**config.mk**
```make
export PLATFORM = sky130hd
export DESIGN_NAME = draw_arbiter
export DESIGN_NICKNAME = d
export VERILOG_FILES = /design/src/rtl/draw_arbiter_pkg.sv /design/src/rtl/draw_arbiter_rect_scanner.sv /design/src/rtl/draw_arbiter.sv
export SDC_FILE = /design/constraint.sdc
export NUM_CORES = 1
export LEC_CHECK = 0
export ABC_CLOCK_PERIOD_IN_PS = 3260
export CORE_MARGIN = 10
export CORE_UTILIZATION = 58
export CTS_CLUSTER_DIAMETER = 200
export DETAILED_ROUTE_END_ITERATION = 6
export DONT_BUFFER_PORTS = 1
export PLACE_DENSITY = 0.74
export SLEW_MARGIN = 20
export SYNTH_ARGS = -nofsm -noshare
export SYNTH_HDL_FRONTEND = slang
export SYNTH_HIERARCHICAL = 1
export SYNTH_SLANG_ARGS = --single-unit
```
**constraint.sdc**
```tcl
create_clock -name clk -period 3.26 [get_ports clk]
set_input_delay 0.163 -clock clk [delete_from_list [all_inputs] [get_ports clk]]
set_output_delay 0.163 -clock clk [all_outputs]
set_load 0.005 [all_outputs]
```
**src/rtl/draw_arbiter_pkg.sv**
```systemverilog
// Shared screen geometry, colour codes, requester indices and FSM state type for the draw path.
// Latency: n/a (constants and types only).
// Backpressure: n/a.
package draw_arbiter_pkg;

    localparam int SCREEN_W   = 160;
    localparam int SCREEN_H   = 120;

    localparam int DFLT_NREQ  = 3;
    localparam int DFLT_X_W   = 8;
    localparam int DFLT_Y_W   = 7;
    localparam int DFLT_COL_W = 3;

    localparam int REQ_BIRD   = 0;
    localparam int REQ_PIPE   = 1;
    localparam int REQ_CLEAR  = 2;

    localparam logic [DFLT_COL_W-1:0] COL_BLACK   = 3'b000;
    localparam logic [DFLT_COL_W-1:0] COL_GREEN   = 3'b010;
    localparam logic [DFLT_COL_W-1:0] COL_CYAN    = 3'b011;
    localparam logic [DFLT_COL_W-1:0] COL_RED     = 3'b100;
    localparam logic [DFLT_COL_W-1:0] COL_MAGENTA = 3'b101;
    localparam logic [DFLT_COL_W-1:0] COL_YELLOW  = 3'b110;
    localparam logic [DFLT_COL_W-1:0] COL_WHITE   = 3'b111;

    typedef enum logic [1:0] {
        ST_IDLE = 2'd0,
        ST_SCAN = 2'd1,
        ST_DONE = 2'd2
    } arb_state_t;

endpackage

```
**src/rtl/draw_arbiter_rect_scanner.sv**
```systemverilog
// Latches one rectangle and walks it pixel by pixel (x inner, y outer), clipping to the screen.
// Latency: pixel for counter state (cx,cy) is registered on the edge that consumes i_step.
// Backpressure: none; advances on every i_step, o_last flags the final (or empty) step.
// Ports: clk/resetn; i_load + i_x/i_y/i_w/i_h/i_col capture a rect and zero the counters;
//        i_step emits the current pixel; o_plot/o_x/o_y/o_col registered pixel; o_last comb.
module draw_arbiter_rect_scanner
    import draw_arbiter_pkg::*;
#(
    parameter int X_W   = DFLT_X_W,
    parameter int Y_W   = DFLT_Y_W,
    parameter int COL_W = DFLT_COL_W
) (
    input  logic             clk,
    input  logic             resetn,
    input  logic             i_load,
    input  logic             i_step,
    input  logic [X_W-1:0]   i_x,
    input  logic [Y_W-1:0]   i_y,
    input  logic [X_W-1:0]   i_w,
    input  logic [Y_W-1:0]   i_h,
    input  logic [COL_W-1:0] i_col,
    output logic             o_last,
    output logic             o_plot,
    output logic [X_W-1:0]   o_x,
    output logic [Y_W-1:0]   o_y,
    output logic [COL_W-1:0] o_col
);

    localparam logic [X_W-1:0] X_ONE = 1;
    localparam logic [Y_W-1:0] Y_ONE = 1;

    logic [X_W-1:0]   r_x, r_w, r_cx;
    logic [Y_W-1:0]   r_y, r_h, r_cy;
    logic [COL_W-1:0] r_col;

    // One bit wider than the coordinate so a rect hanging off the right or
    // bottom edge never wraps back onto the visible screen.
    logic [X_W:0] w_sx;
    logic [Y_W:0] w_sy;
    logic         w_on_screen, w_empty, w_row_end, w_col_end;

    assign w_sx        = {1'b0, r_x} + {1'b0, r_cx};
    assign w_sy        = {1'b0, r_y} + {1'b0, r_cy};
    assign w_on_screen = (w_sx < (X_W+1)'(SCREEN_W)) && (w_sy < (Y_W+1)'(SCREEN_H));
    assign w_empty     = (r_w == '0) || (r_h == '0);
    assign w_row_end   = (r_cx == r_w - X_ONE);
    assign w_col_end   = (r_cy == r_h - Y_ONE);
    assign o_last      = w_empty || (w_row_end && w_col_end);

    always_ff @(posedge clk or negedge resetn) begin
        if (!resetn) begin
            r_x    <= '0;
            r_y    <= '0;
            r_w    <= '0;
            r_h    <= '0;
            r_col  <= '0;
            r_cx   <= '0;
            r_cy   <= '0;
            o_plot <= 1'b0;
            o_x    <= '0;
            o_y    <= '0;
            o_col  <= '0;
        end else begin
            o_plot <= 1'b0;
            if (i_load) begin
                r_x   <= i_x;
                r_y   <= i_y;
                r_w   <= i_w;
                r_h   <= i_h;
                r_col <= i_col;
                r_cx  <= '0;
                r_cy  <= '0;
            end else if (i_step && !w_empty) begin
                // Clipped pixels still consume a scan slot but leave the
                // vga outputs holding the last real pixel.
                o_plot <= w_on_screen;
                if (w_on_screen) begin
                    o_x   <= w_sx[X_W-1:0];
                    o_y   <= w_sy[Y_W-1:0];
                    o_col <= r_col;
                end
                if (w_row_end) begin
                    r_cx <= '0;
                    r_cy <= r_cy + Y_ONE;
                end else begin
                    r_cx <= r_cx + X_ONE;
                end
            end
        end
    end

endmodule

```
**src/rtl/draw_arbiter.sv**
```systemverilog
// Round-robin arbiter sharing the vga_adapter write port among rect draw requesters.
// Latency: grant 1 cycle after pick; pixel k at grant+1+k; done at grant+1+w*h (grant+2 if empty).
// Backpressure: losers hold req indefinitely; one cycle of idle after done before the next grant.
// Ports: clk/resetn; req + packed rect_x/y/w/h/col per requester; grant/done one-hot;
//        plot/vga_x/vga_y/vga_colour pixel write; busy = not IDLE.
module draw_arbiter
    import draw_arbiter_pkg::*;
#(
    parameter int NREQ  = DFLT_NREQ,
    parameter int X_W   = DFLT_X_W,
    parameter int Y_W   = DFLT_Y_W,
    parameter int COL_W = DFLT_COL_W
) (
    input  logic                  clk,
    input  logic                  resetn,
    input  logic [NREQ-1:0]       req,
    input  logic [NREQ*X_W-1:0]   rect_x,
    input  logic [NREQ*Y_W-1:0]   rect_y,
    input  logic [NREQ*X_W-1:0]   rect_w,
    input  logic [NREQ*Y_W-1:0]   rect_h,
    input  logic [NREQ*COL_W-1:0] rect_col,
    output logic [NREQ-1:0]       grant,
    output logic [NREQ-1:0]       done,
    output logic                  plot,
    output logic [X_W-1:0]        vga_x,
    output logic [Y_W-1:0]        vga_y,
    output logic [COL_W-1:0]      vga_colour,
    output logic                  busy
);

    localparam int IDX_W = (NREQ > 1) ? $clog2(NREQ) : 1;

    arb_state_t       r_state, w_state_nxt;
    logic [IDX_W-1:0] r_rr_ptr, r_idx, w_pick_idx;
    logic             w_pick_vld, w_go, w_load, w_step, w_last;
    logic [NREQ-1:0]  w_grant_nxt, w_done_nxt;

    // Round-robin pick: scan offsets high to low so the smallest offset from
    // r_rr_ptr is the one left standing.
    always_comb begin
        w_pick_vld = 1'b0;
        w_pick_idx = '0;
        for (int k = NREQ - 1; k >= 0; k--) begin
            if (req[(int'(r_rr_ptr) + k) % NREQ]) begin
                w_pick_vld = 1'b1;
                w_pick_idx = IDX_W'((int'(r_rr_ptr) + k) % NREQ);
            end
        end
    end

    // The cycle right after done is skipped: the served requester only sees
    // done then, so its req is still high and would be granted a second time.
    assign w_go = (r_state == ST_IDLE) && w_pick_vld && !(|done);

    // Next-state logic.
    always_comb begin
        w_state_nxt = r_state;
        case (r_state)
            ST_IDLE: if (w_go)   w_state_nxt = ST_SCAN;
            ST_SCAN: if (w_last) w_state_nxt = ST_DONE;
            ST_DONE:             w_state_nxt = ST_IDLE;
            default:             w_state_nxt = ST_IDLE;
        endcase
    end

    // Output / control decode (registered in the state process below).
    always_comb begin
        w_load      = 1'b0;
        w_step      = 1'b0;
        w_grant_nxt = grant;
        w_done_nxt  = '0;
        case (r_state)
            ST_IDLE: begin
                w_grant_nxt = '0;
                if (w_go) begin
                    w_load                  = 1'b1;
                    w_grant_nxt[w_pick_idx] = 1'b1;
                end
            end
            ST_SCAN: w_step = 1'b1;
            ST_DONE: begin
                w_grant_nxt       = '0;
                w_done_nxt[r_idx] = 1'b1;
            end
            default: w_grant_nxt = '0;
        endcase
    end

    // State register and registered outputs.
    always_ff @(posedge clk or negedge resetn) begin
        if (!resetn) begin
            r_state  <= ST_IDLE;
            r_rr_ptr <= '0;
            r_idx    <= '0;
            grant    <= '0;
            done     <= '0;
            busy     <= 1'b0;
        end else begin
            r_state <= w_state_nxt;
            grant   <= w_grant_nxt;
            done    <= w_done_nxt;
            busy    <= (w_state_nxt != ST_IDLE);
            if (w_load) begin
                r_idx <= w_pick_idx;
            end
            if (r_state == ST_DONE) begin
                r_rr_ptr <= (r_idx == IDX_W'(NREQ - 1)) ? '0 : r_idx + 1'b1;
            end
        end
    end

    draw_arbiter_rect_scanner #(
        .X_W   (X_W),
        .Y_W   (Y_W),
        .COL_W (COL_W)
    ) u_scan (
        .clk    (clk),
        .resetn (resetn),
        .i_load (w_load),
        .i_step (w_step),
        .i_x    (rect_x  [w_pick_idx*X_W   +: X_W]),
        .i_y    (rect_y  [w_pick_idx*Y_W   +: Y_W]),
        .i_w    (rect_w  [w_pick_idx*X_W   +: X_W]),
        .i_h    (rect_h  [w_pick_idx*Y_W   +: Y_W]),
        .i_col  (rect_col[w_pick_idx*COL_W +: COL_W]),
        .o_last (w_last),
        .o_plot (plot),
        .o_x    (vga_x),
        .o_y    (vga_y),
        .o_col  (vga_colour)
    );

endmodule

```
==> metrics.txt <==
# TYPE chip_impl_metric gauge
chip_impl_info{name="run_status",value="complete, no violations"} 1
chip_impl_info{name="layout.cells.most_common",value="dfrtp_1"} 1
chip_impl_metric{name="core",unit="mm2"} 0.008636
chip_impl_metric{name="synthesis.area_per_instance",unit="um2"} 10.58
chip_impl_metric{name="finalMaxSlewViolations",unit=""} 0
chip_impl_info{name="tritoncts_clock_tree",value="done"} 1
chip_impl_metric{name="clk_path_buf_depth",unit=""} 2
chip_impl_metric{name="leakagePower",unit="nW"} 2.605
chip_impl_metric{name="worst_clock_skew",unit="ps"} 12.09
chip_impl_info{name="min_path_type",value="input port to register"} 1
chip_impl_metric{name="ys.warnings.count",unit=""} 6
chip_impl_metric{name="tritoncts.num_buffers",unit=""} 9
chip_impl_metric{name="layout-area-overhead-vs-synth",unit="%"} 7.046
chip_impl_metric{name="finalWorstSetupSlack",unit="ps"} 192.4
chip_impl_metric{name="synth-seq-area-share",unit="%"} 39.42
chip_impl_metric{name="global_route_usage_over_all_layers",unit="%"} 18.70
chip_impl_metric{name="final_area",unit="mm2"} 0.005436
chip_impl_metric{name="report.final.setup_viol",unit=""} 0
chip_impl_metric{name="post_dp_hpwl",unit="um"} 9067
chip_impl_metric{name="power-per-cell-area",unit="mW/mm2"} 355.2
chip_impl_metric{name="maxcap_violations",unit=""} 0
chip_impl_metric{name="ys_seq_elements",unit=""} 80
chip_impl_metric{name="io_buffers",unit=""} 0
chip_impl_metric{name="dieHeight",unit="um"} 113.6
chip_impl_metric{name="route.detailed.wl_per_inst",unit="um"} 20.53
chip_impl_metric{name="post_dp_cell_area",unit="mm2"} 0.005165
chip_impl_info{name="ys_dominant_reg_cell",value="dfrtp_1"} 1
chip_impl_metric{name="start_util",unit="%"} 58.81
chip_impl_metric{name="number_of_nets_in_the_final_layout",unit=""} 612
chip_impl_metric{name="dieWidth",unit="um"} 113.6
chip_impl_metric{name="synth.top_cell.area_share",unit="%"} 39.42
chip_impl_metric{name="relSlewSlack",unit="%"} 44.19
chip_impl_metric{name="number_of_antenna_violations_at_the_first_check_in_global_routing",unit=""} 0
chip_impl_metric{name="detailroute.via_count",unit=""} 3654
chip_impl_metric{name="post-route-period-util",unit="%"} 94.10
chip_impl_metric{name="cts.clk_slew.worst_paths",unit="ps"} 90
chip_impl_metric{name="drt_first_pass_iters",unit=""} 4
chip_impl_metric{name="fmax",unit="MHz"} 326.0
chip_impl_metric{name="number_of_vias_per_cell_after_detailed_routing",unit=""} 6.152
chip_impl_info{name="cp_class",value="register to register"} 1
chip_impl_metric{name="die_area",unit="mm2"} 0.01290
chip_impl_info{name="mostFrequentLayoutCells",value="dfrtp_1 (80), mux2_2 (45), a21o_1 (39), a22o_1 (36), nor2_1 (28)"} 1
chip_impl_metric{name="drt-initial-drc-count",unit=""} 154
chip_impl_metric{name="synthDistinctLibCells",unit=""} 58
chip_impl_metric{name="postRouteAntennaNets",unit=""} 0
chip_impl_metric{name="largest_net_degree_at_the_start_of_global_routing",unit=""} 81
chip_impl_metric{name="layout_min_cycle_time",unit="ps"} 3068
chip_impl_metric{name="post_synth_instance_area",unit="mm2"} 0.005079
chip_impl_info{name="rsz0062_at_grt",value="false"} 1
chip_impl_info{name="endpoint_kind",value="register"} 1
chip_impl_metric{name="drc_errors",unit=""} 0
chip_impl_metric{name="routability_cong",unit=""} 0.9005
chip_impl_metric{name="hold_violations",unit=""} 0
chip_impl_metric{name="critical_path_required",unit="ps"} 3500
chip_impl_metric{name="synth-edff-count",unit=""} 0
chip_impl_info{name="worst_setup_path_start_kind",value="register"} 1
chip_impl_metric{name="diodes",unit=""} 0
chip_impl_metric{name="syn_nets",unit=""} 610
chip_impl_metric{name="post-cts-setup-buffer-count",unit=""} 0
chip_impl_metric{name="placement.setup.worst_slack",unit="ps"} 168.0
chip_impl_metric{name="numClockSinks",unit=""} 80
chip_impl_metric{name="async_flop_share",unit="%"} 100.0
chip_impl_metric{name="synthCells",unit=""} 480
chip_impl_metric{name="first_global_vias",unit=""} 3893
chip_impl_metric{name="clkLatencyLatePin",unit="ps"} 360
chip_impl_info{name="synth_largest_area_cell",value="dfrtp_1"} 1
chip_impl_metric{name="total_power",unit="mW"} 1.931
chip_impl_metric{name="max_slew.worst_pin.slew",unit="ps"} 835.2
chip_impl_info{name="post_synth_main_area_contributors",value="dfrtp_1 (39%), mux2_2 (10%), a22o_1 (6.2%), ha_1 (5.9%), a21o_1 (5.8%)"} 1
chip_impl_metric{name="cts.htree.levels",unit=""} 3
chip_impl_metric{name="critPathArrivalTime",unit="ps"} 3310
chip_impl_metric{name="global_route.overflow_total",unit=""} 0
chip_impl_metric{name="sum_of_negative_setup_slack",unit="ps"} 0
chip_impl_metric{name="critPathMaxFanout",unit=""} 19
chip_impl_metric{name="postRouteWirelength",unit="um"} 12190
chip_impl_info{name="cts_root_buffer",value="clkbuf_8"} 1
chip_impl_metric{name="ioPinCount",unit=""} 130
chip_impl_metric{name="post_route_cells_drive_above_1_share",unit="%"} 16.87
chip_impl_metric{name="vdd_drop_max",unit="uV"} 199.0
chip_impl_metric{name="grt_first_pass_wirelength",unit="um"} 19630
chip_impl_metric{name="std_cell_rows",unit=""} 34
report_power, final:
group,total [mW],internal (mW),switching [mW]
clock,0.815,0.448,0.367
combinational,0.124,0.0557,0.0686
sequential,0.991,0.991,0
critical path, stage by stage (launching register included):
cell       delay [ps]
dfrtp_1           430
inv_1              90
ha_1              220
mux2i_4           300
o22ai_2           150
o31ai_4           260
inv_2              70
nand2b_2          220
a2111oi_1         390
o2111a_1          290
buf_12            180
mux2_2            350
metrics by stage:
step / hold slack [ps] / util (%) / std cells
floorplan: -132.6 / - / 480
global placement: -129.7 / 59.81 / 577
detailed placement: -130.1 / 59.81 / 577
CTS: 27.10 / 62.78 / 594
global route: 49.50 / 62.95 / 594
finish: 35.80 / 62.95 / 594
flip-flops by register name, indices dropped and copies added (netlist names):
name and count:
u_scan/o_x 8, u_scan/r_cx 8, u_scan/r_w 8, u_scan/r_x 8, u_scan/o_y 7, u_scan/r_cy 7, u_scan/r_h 7, u_scan/r_y 7
done 3, grant 3, u_scan/o_col 3, u_scan/r_col 3, r_idx 2, r_rr_ptr 2, r_state 2, busy 1
u_scan/o_plot 1
synthesized netlist by cell type (all sizes together) (5+ instances only):
library cell	instances
xnor2	20
o21ai	18
a21oi	15
dfrtp	80
ha	24
xor2	19
a21o	39
nand3	6
nor3	7
nand2	18
inv	26
clkbuf	5
a22o	36
buf	15
nor2	29
mux2i	6
mux2	46
nand4	11
nor2b	7
kinds of logic (layout without fill, tap and decap cells):
group	after synthesis	count (layout)	synth area share, %
buffers and inverters	46	52	4.829
muxes	52	52	11.38
xor gates and xnor gates	39	39	6.726
AOI/OAI and AO/OA	130	130	19.51
and+or+nand+nor	107	107	11.43
adders and majority gates	26	26	6.701
DFF	80	80	39.42
final cells by class:
class                           instances  area [um2]
Tap cell                              108       135.1
Clock inverter                          5       81.33
Inverter                               26       97.59
Fill cell                             708        3199
Multi-Input combinational cell        354        2861
Sequential cell                        80        2002
Clock buffer                           10       137.6
Timing Repair Buffer                   11       121.4
routing by layer:
metal | wire length (um) | vias up | GRT usage [%] | part of all wire, %
li1 | - | 1755 | - | -
met5 | 0 | - | 0 | 0
met2 | 6456 | 83 | 33.22 | 53
met1 | 5027 | 1804 | 21.79 | 41
met4 | 148 | 0 | 5.499 | 1.2
met3 | 561 | 12 | 4.462 | 4.6
worst paths after layout:
kind	from	slack [ps]	cells after the start	end
worst max-delay path	r_rr_ptr[1]	190	11	u_scan/o_col[1]
worst min-delay path	rect_h[1]	40	3	u_scan/r_h[1]
worst max register to register	r_rr_ptr[1]	190	11	u_scan/o_col[1]
worst min register to register	r_idx[0]	490	1	done[2]
max in group asynchronous	resetn	2580	2	u_scan/r_x[1]
min in group asynchronous	resetn	340	2	done[2]
timing repair:
item	CTS	global route
endpoints found under the setup margin	0	16
hold endpoints to repair	80	0
resized for setup	0	3
hold buffers	2	0
(Power assumes the default switching activity.)
